--- src/rtl/encode_stream_ctrl.sv ---
// Streaming ByteEncode_d sequencer: packs the low d bits of 256 coefficients
// LSB-first into a little-endian stream of 32*d bytes through a 20-bit accumulator.
module encode_stream_ctrl #(
    parameter int N_COEF = 256,
    parameter int D_MAX  = 12
) (
    input  logic        clk,
    input  logic        rst,
    input  logic        start,
    input  logic [3:0]  d_sel,
    input  logic        coef_valid,
    input  logic [15:0] coef_data,
    output logic        coef_ready,
    output logic        byte_valid,
    output logic [7:0]  byte_data,
    output logic        byte_last,
    input  logic        byte_ready,
    output logic        busy,
    output logic        done,
    output logic        err
);

    localparam int ACC_W = D_MAX + 8;

    typedef enum logic [1:0] {
        S_IDLE = 2'd0,
        S_RUN  = 2'd1,
        S_DONE = 2'd2
    } state_t;

    state_t            state_q;
    logic [3:0]        d_q;
    logic [ACC_W-1:0]  acc_q, acc_d;
    logic [4:0]        acc_cnt_q, acc_cnt_d;
    logic [8:0]        coef_cnt_q, coef_cnt_d;
    logic [8:0]        byte_cnt_q, byte_cnt_d;
    logic              busy_q;
    logic              done_q;
    logic              err_q;

    logic [D_MAX-1:0]  coef_mask;
    logic [ACC_W-1:0]  coef_bits;
    logic [8:0]        last_idx;
    logic              run;
    logic              coef_hs;
    logic              byte_hs;
    logic              d_ok;
    logic              unused_coef_hi;

    // Mask keeps only the low d bits, so negative inputs truncate cleanly.
    genvar gi;
    generate
        for (gi = 0; gi < D_MAX; gi++) begin : g_mask
            assign coef_mask[gi] = (5'(gi) < {1'b0, d_q});
        end
    endgenerate

    assign unused_coef_hi = ^coef_data[15:D_MAX];

    assign coef_bits = ACC_W'(coef_data[D_MAX-1:0] & coef_mask);
    assign last_idx  = {d_q, 5'b00000} - 9'd1;
    assign d_ok      = (d_sel != 4'd0) && (d_sel <= 4'(D_MAX));
    assign run       = (state_q == S_RUN);

    // Accumulator either takes a coefficient or yields a byte; never both.
    assign coef_ready = run && (acc_cnt_q < 5'd8) && (coef_cnt_q < 9'(N_COEF));
    assign byte_valid = run && (acc_cnt_q >= 5'd8);
    assign byte_data  = acc_q[7:0];
    assign byte_last  = byte_valid && (byte_cnt_q == last_idx);

    assign coef_hs = coef_valid && coef_ready;
    assign byte_hs = byte_valid && byte_ready;

    assign busy = busy_q;
    assign done = done_q;
    assign err  = err_q;

    always_comb begin
        acc_d      = acc_q;
        acc_cnt_d  = acc_cnt_q;
        coef_cnt_d = coef_cnt_q;
        byte_cnt_d = byte_cnt_q;
        if (coef_hs) begin
            acc_d      = acc_q | (coef_bits << acc_cnt_q);
            acc_cnt_d  = acc_cnt_q + {1'b0, d_q};
            coef_cnt_d = coef_cnt_q + 9'd1;
        end else if (byte_hs) begin
            acc_d      = acc_q >> 8;
            acc_cnt_d  = acc_cnt_q - 5'd8;
            byte_cnt_d = byte_cnt_q + 9'd1;
        end
    end

    always_ff @(posedge clk or posedge rst) begin
        if (rst) begin
            state_q    <= S_IDLE;
            d_q        <= 4'd0;
            acc_q      <= '0;
            acc_cnt_q  <= 5'd0;
            coef_cnt_q <= 9'd0;
            byte_cnt_q <= 9'd0;
            busy_q     <= 1'b0;
            done_q     <= 1'b0;
            err_q      <= 1'b0;
        end else begin
            err_q <= 1'b0;
            case (state_q)
                S_IDLE: begin
                    if (start) begin
                        if (d_ok) begin
                            d_q        <= d_sel;
                            acc_q      <= '0;
                            acc_cnt_q  <= 5'd0;
                            coef_cnt_q <= 9'd0;
                            byte_cnt_q <= 9'd0;
                            busy_q     <= 1'b1;
                            state_q    <= S_RUN;
                        end else begin
                            err_q <= 1'b1;
                        end
                    end
                end
                S_RUN: begin
                    acc_q      <= acc_d;
                    acc_cnt_q  <= acc_cnt_d;
                    coef_cnt_q <= coef_cnt_d;
                    byte_cnt_q <= byte_cnt_d;
                    // 256*d is a multiple of 8, so the accumulator is empty here.
                    if (byte_hs && byte_last) begin
                        done_q  <= 1'b1;
                        state_q <= S_DONE;
                    end
                end
                S_DONE: begin
                    done_q  <= 1'b0;
                    busy_q  <= 1'b0;
                    state_q <= S_IDLE;
                end
                default: begin
                    done_q  <= 1'b0;
                    busy_q  <= 1'b0;
                    state_q <= S_IDLE;
                end
            endcase
        end
    end

endmodule
--- config.mk ---
export PLATFORM = sky130hd
export DESIGN_NAME = encode_stream_ctrl
export DESIGN_NICKNAME = d
export VERILOG_FILES = /design/src/rtl/encode_stream_ctrl.sv
export SDC_FILE = /design/constraint.sdc
export NUM_CORES = 1
export LEC_CHECK = 0
export ABC_CLOCK_PERIOD_IN_PS = 2890
export CAP_MARGIN = 15
export CELL_PAD_IN_SITES_DETAIL_PLACEMENT = 1
export CELL_PAD_IN_SITES_GLOBAL_PLACEMENT = 1
export CORE_UTILIZATION = 49
export DETAILED_ROUTE_END_ITERATION = 7
export DONT_BUFFER_PORTS = 1
export MAX_ROUTING_LAYER = met4
export PLACE_DENSITY_LB_ADDON = 0.1
export SLEW_MARGIN = 15
export SYNTH_ARGS = -nofsm -noshare
export SYNTH_HDL_FRONTEND = slang
export SYNTH_SLANG_ARGS = --single-unit
export TNS_END_PERCENT = 50
--- constraint.sdc ---
create_clock -name clk -period 2.89 [get_ports clk]
set_input_delay 0.578 -clock clk [delete_from_list [all_inputs] [get_ports clk]]
set_output_delay 0.578 -clock clk [all_outputs]
set_load 0.02 [all_outputs]
==> results.py, run 1 <==
metrics = {
    "clock_network": {
        "clk_pin_slew_worst_paths_ns": 0.11,
        "cts_resized": 0,
        "postCtsSetupRepairBufs": 0,
        "clkLatencyLatePin_ns": 0.32,
        "htreeDepth": 2,
        "root_buffer": "clkbuf_8",
        "cts_buffers": 5,
        "cts_tree": "yes",
        "hold_buffers": 0,
        "clkSinkCount": 52,
        "cts_buffer_depth": 2,
    },
    "setup_path": {
        "endpoint": "byte_last",
        "worstRegToRegCells": 7,
        "critical_path.startpoint": "d_q[1]$_DFFE_PP0P_",
        "required_ns": 2.31,
        "endpoint_kind": "output pin",
        "rrSetupSlack_ns": 0.50,
        "worstReg2RegStart": "d_q[1]$_DFFE_PP0P_",
        "critPathLaunchType": "register",
        "r2r_end": "acc_q[11]$_DFFE_PP0P_",
        "critical_path_class": "register to output pin",
        "critPathArrivalTime_ns": 2.06,
        "cp_max_fo": 9,
    },
    "power": {
        "ir_worst_vdd_uv": 491,
        "p_int_mw": 2.19,
        "p_sw_mw": 2.01,
        "seqPwrFrac_pct": 31.2,
        "powerDensity_mw_per_mm2": 1070,
        "leakage_nw": 1.65,
        "power_frac_comb_pct": 54.0,
        "swShare_pct": 47.9,
        "p_clk_share_pct": 14.8,
    },
    "placement": {
        "post-place-ws_ns": 0.533,
        "dp_hpwl_microns": 8280,
        "port_buffers": 0,
        "placed_area_sq_mm": 0.00380,
        "post-place-cells": 504,
        "routabilityCongestion": 0.833,
    },
    "drt": {
        "drt_pre_antenna_iters": 4,
        "via_per_inst": 6.34,
        "routedWlPerCell_microns": 21.4,
        "drc": 0,
        "vias": 3247,
        "drt_iter0_drc": 170,
        "routed_wl_microns": 10900,
        "detail-route-antenna-nets": 0,
    },
    "synthesis": {
        "synth_flop_cell": "dfrtp_1",
        "syn-num-nets": 459,
        "ys_types": 74,
        "synth_area_per_cell_sq_um": 8.91,
        "async_reset_ff_share_pct": 100,
        "yosys_warnings": 0,
        "synth_edf_count": 0,
        "synth_cells": 422,
        "yosysSeqAreaShare_pct": 34.6,
        "syn_area_sq_mm": 0.00376,
        "synth_seq_cells": 52,
    },
    "sta": {
        "fin_skew_ns": 0.0100,
        "finalCritPeriodShare_pct": 91.2,
        "finalSetupViolCount": 0,
        "period_needed_ns": 2.63,
        "fin_ws_ns": 0.256,
        "finalSetupTns_ns": 0,
        "worst_pin_slew_ns": 0.770,
        "slew_violations": 0,
        "fmax_mhz": 380,
        "slew_headroom_pct": 48.6,
        "holdWs_ns": 0.0834,
        "finalHoldViolations": 0,
        "rsz0062_at_grt": "false",
    },
    "grt": {
        "grt_pass1_vias": 3354,
        "gr-total-overflow": 0,
        "grt_pass1_wl_microns": 17700,
        "groute.usage.overall_pct": 30.6,
        "grt_max_degree": 29,
        "antenna_found_initial": 0,
    },
    "run_status": {
        "outcome": "finished clean",
    },
    "layout": {
        "layout.nets": 449,
        "n_antenna_cell": 0,
        "fin_area_sq_mm": 0.00394,
        "stdcell_count": 512,
        "layout-drive-gt1-share_pct": 11.6,
        "areaGrowthSynthToFinish_pct": 4.73,
    },
    "flow_run": {
        "max_cap_violations": 0,
    },
    "min_path": {
        "hold_path.class": "primary input to asynchronous set/reset pin",
    },
    "floorplanning": {
        "rows": 31,
        "coreArea_sq_mm": 0.00733,
        "start_util_pct": 51.3,
        "die-area_sq_mm": 0.00803,
        "chipWidth_microns": 89.6,
        "io-pin-count": 39,
        "fp.dieH_microns": 89.6,
    },
}
## synth_stat cells, types with 7 or more instances
master    number  area share (%)
a21o_1         9             1.8
a21oi_1       18             2.4
buf_2         10             1.3
buf_4          8             1.6
clkbuf_1       9            0.90
dfrtp_1       52              35
ha_1          11             3.7
inv_1         13             1.3
mux2i_1        7             1.9
nand2_1       40             4.0
nand3_1       14             1.9
nor2_1        21             2.1
nor2b_1        7             1.2
nor3_1        13             1.7
o211ai_1       8             1.6
o21ai_0       31             4.1
o22ai_1        7             1.2
xnor2_1        8             1.9
## how the worst min path moves through the flow
stage / start / endpoint / slack [ns] / depth (start not counted)
2_1_floorplan: acc_q[13]$_DFFE_PP0P_ / acc_q[13]$_DFFE_PP0P_ / 0.44 / 2
3_3_place_gp: rst / byte_cnt_q[5]$_DFFE_PP0P_ / 0.44 / 1
3_5_place_dp: rst / byte_cnt_q[5]$_DFFE_PP0P_ / 0.44 / 1
4_1_cts: rst / byte_cnt_q[5]$_DFFE_PP0P_ / 0.1 / 1
5_1_grt: rst / byte_cnt_q[5]$_DFFE_PP0P_ / 0.11 / 1
6_report: rst / byte_cnt_q[5]$_DFFE_PP0P_ / 0.08 / 1
## layout by cell type, fill, tap and decap left out, types with 7 or more instances in the layout
| cell type | count |
|---|---|
| buf_4 | 16 |
| ha_1 | 11 |
| nor3_1 | 13 |
| nor2b_1 | 7 |
| a21o_1 | 9 |
| o21ai_0 | 31 |
| nand2_1 | 40 |
| nand3_1 | 14 |
| mux2i_1 | 7 |
| o211ai_1 | 8 |
| nor2_1 | 21 |
| inv_1 | 12 |
| dfrtp_1 | 52 |
| a21oi_1 | 18 |
| xnor2_1 | 8 |
| o22ai_1 | 7 |
## power by group through the flow
stage	Sequential [mW]	Combinational, mW	Clock, mW
final	1.31	2.27	0.620
after global routing	1.36	2.49	0.646
after CTS	1.31	2.24	0.623
after detailed placement	1.33	2.22	0
after global placement	1.31	2.15	0
after floorplan	1.10	1.91	0
## stage by stage
step	utilization [%]	power, mW
finish	53.7	4.20
detailed placement	51.8	3.55
global route	53.7	4.50
global placement	51.8	3.46
CTS	53.7	4.18
floorplan	-	3.01
## routing by layer
| metal | part of all wire [%] | vias to the layer above | track usage (%) |
|---|---|---|---|
| li1 | - | 1540 | - |
| met1 | 47 | 1628 | 42.4 |
| met2 | 47 | 68 | 47.1 |
| met3 | 4.1 | 11 | 4.66 |
| met4 | 1.1 | 0 | 7.22 |
| met5 | 0 | - | - |
## cells by family (layout without fill, tap and decap cells)
kind of cell               count (synthesis)  after routing  share of synthesized area, %
and+or+nand+nor                          153            153                          23.5
AOI/OAI and AO/OA                        137            137                          25.5
DFF                                       52             52                          34.6
buffers and inverters                     47             38                          6.82
adders and majority gates                 12             12                          4.19
xor gates and xnor gates                  11             11                          2.56
muxes                                     10             10                          2.86
## sequential cells by signal, indices dropped and copies added (netlist names)
name,cells
acc_q,20
err,1
done,1
state_q,2
busy,1
coef_cnt_q,9
d_q,4
byte_cnt_q,9
acc_cnt_q,5
## final cells by class
cell class,count,area (sq um)
fillers,852,3390
multi-input cells,323,2200
flip-flops and latches,52,1300
well taps,99,124
repair buffers,16,120
clock buffers,5,68.8
clock inverters,3,68.8
inverters,14,52.6
## worst max-delay path: stages, from the launching register on
cell	delay (ns)
dfrtp_1	0.57
inv_1	0.14
ha_1	0.34
xor2_1	0.15
nand4_1	0.16
nor3_1	0.21
buf_4	0.18
No activity file was read; power rests on OpenSTA's default activity.
==> run 2, diff against run 1 <==
CORE_UTILIZATION = 30   (was 49)
==> run 2 against run 1 <==
Against the previous run: final area up 3.9%; critical path depth shrank 1; clock-buffer cell count increased by 1; first-iteration DRC count decreased by 4.1%; flip-flop and latch count stayed put.
==> results.py, run 2 (same netlist as run 1, synthesis figures left out) <==
metrics = {
    "layout": {
        "areaGrowthSynthToFinish_pct": 8.82,
        "layout.nets": 451,
        "n_antenna_cell": 0,
        "stdcell_count": 583,
        "nFillCells": 1452,
        "largest_reg_flops": 20,
        "final_common_cell": "dfrtp_1",
        "largestRegisters": "acc_q (20), byte_cnt_q (9), coef_cnt_q (9)",
        "top_register": "acc_q",
        "mostFrequentLayoutCells": "dfrtp_1 (52), nand2_1 (40), o21ai_0 (31)",
        "layout-drive-gt1-share_pct": 12.0,
    },
    "placement": {
        "routabilityCongestion": 0.777,
        "dp_hpwl_microns": 8870,
        "post-place-cells": 575,
        "port_buffers": 0,
        "post-place-ws_ns": 0.576,
    },
    "clock_network": {
        "cts_resized": 0,
        "clkLatencyLatePin_ns": 0.31,
        "clk_pin_slew_worst_paths_ns": 0.07,
        "cts_tree": "yes",
        "htreeDepth": 2,
        "root_buffer": "clkbuf_16",
        "cts_buffer_depth": 2,
        "cts_buffers": 5,
        "clkSinkCount": 52,
        "postCtsSetupRepairBufs": 0,
        "hold_buffers": 0,
    },
    "drt": {
        "routedWlPerCell_microns": 20.2,
        "via_per_inst": 5.49,
        "drt_iter0_drc": 163,
        "detail-route-antenna-nets": 0,
        "vias": 3201,
        "routed_wl_microns": 11800,
        "drc": 0,
        "drt_pre_antenna_iters": 4,
    },
    "floorplanning": {
        "rows": 40,
        "coreArea_sq_mm": 0.0121,
        "io-pin-count": 39,
        "die-area_sq_mm": 0.0130,
        "start_util_pct": 31.0,
        "fp.dieH_microns": 114,
        "chipWidth_microns": 114,
    },
    "run_status": {
        "outcome": "finished clean",
    },
    "grt": {
        "antenna_found_initial": 0,
        "grt_pass1_vias": 3368,
        "grt_pass1_wl_microns": 19500,
        "groute.usage.overall_pct": 20.3,
        "gr-total-overflow": 0,
        "grt_max_degree": 28,
    },
    "power": {
        "p_int_mw": 2.29,
        "powerDensity_mw_per_mm2": 1060,
        "swShare_pct": 47.3,
        "p_sw_mw": 2.05,
        "ir_worst_vdd_uv": 308,
        "seqPwrFrac_pct": 30.3,
        "power_frac_comb_pct": 52.6,
        "leakage_nw": 1.69,
        "p_clk_share_pct": 17.1,
    },
    "sta": {
        "period_needed_ns": 2.60,
        "slew_headroom_pct": 48.5,
        "finalHoldViolations": 0,
        "holdWs_ns": 0.220,
        "worst_pin_slew_ns": 0.772,
        "finalSetupTns_ns": 0,
        "slew_violations": 0,
        "finalCritPeriodShare_pct": 89.9,
        "rsz0062_at_grt": "false",
        "fin_ws_ns": 0.293,
        "finalSetupViolCount": 0,
        "fin_skew_ns": 0.00578,
        "fmax_mhz": 385,
    },
    "setup_path": {
        "required_ns": 2.31,
        "critical_path_class": "register to output pin",
        "max_stage_delay_ns": 0.57,
        "critPathArrivalTime_ns": 2.02,
        "endpoint_kind": "output pin",
        "crit_chain": "nand2b_1 -> nor2_1 -> nand4_1 -> nor3_1 -> buf_4",
        "critPathSlowestCell": "dfrtp_1",
        "cp_max_fo": 12,
        "critPathLaunchType": "register",
    },
    "flow_run": {
        "max_cap_violations": 0,
    },
    "min_path": {
        "hold_path.class": "primary input to asynchronous set/reset pin",
    },
}
## run 2: critical path, delay by kind of cell (launching register included)
kind	cells	cell delay, ns
simple gates	4	0.95
flops	1	0.57
buf+inv	1	0.18
## run 2: layer usage
layer	up-vias	global-route usage [%]	share of wire, %
met5	-	-	0
met4	0	5.63	1.5
met3	13	3.61	2.7
met2	41	28.7	44
met1	1590	29.4	52
li1	1557	-	-
## run 2: cell type report
cell class	instances	area [sq um]	area share, %
sequential	52	1300	31.8
clock buffer	6	139	3.39
multi-input combinational	323	2200	53.8
clock inverter	2	38.8	0.948
timing repair buffer	18	148	3.61
inverter	14	52.6	1.28
tap	168	210	5.14
## run 2: final timing paths
kind	slack [ns]	cells past startpoint	startpoint	endpoint
min in group clk	0.37	2	d_sel[2]	d_q[2]$_DFFE_PP0P_
setup / recovery	0.29	5	state_q[1]$_DFFE_PP0P_	byte_last
hold / removal	0.22	1	rst	byte_cnt_q[7]$_DFFE_PP0P_
max in group asynchronous	2.10	2	rst	acc_q[9]$_DFFE_PP0P_
setup reg to reg	0.55	7	d_q[1]$_DFFE_PP0P_	acc_q[11]$_DFFE_PP0P_
hold reg to reg	0.51	2	acc_q[13]$_DFFE_PP0P_	acc_q[13]$_DFFE_PP0P_
## run 2: power by group through the flow
stage,sequential [mW],combinational (mW),clock (mW)
finish,1.32,2.29,0.744
global route,1.36,2.55,0.791
CTS,1.32,2.30,0.758
detailed placement,1.34,2.28,0
global placement,1.33,2.26,0
floorplan,1.10,1.91,0
## run 2: metrics by stage
step           total power [mW]  cell area, sq um  util (%)
3_5_place_dp               3.62              3910      32.3
3_3_place_gp               3.59              3910      32.3
4_1_cts                    4.38              4090      33.8
5_1_grt                    4.71              4090      33.8
2_1_floorplan              3.01              3760         -
6_report                   4.35              4090      33.8
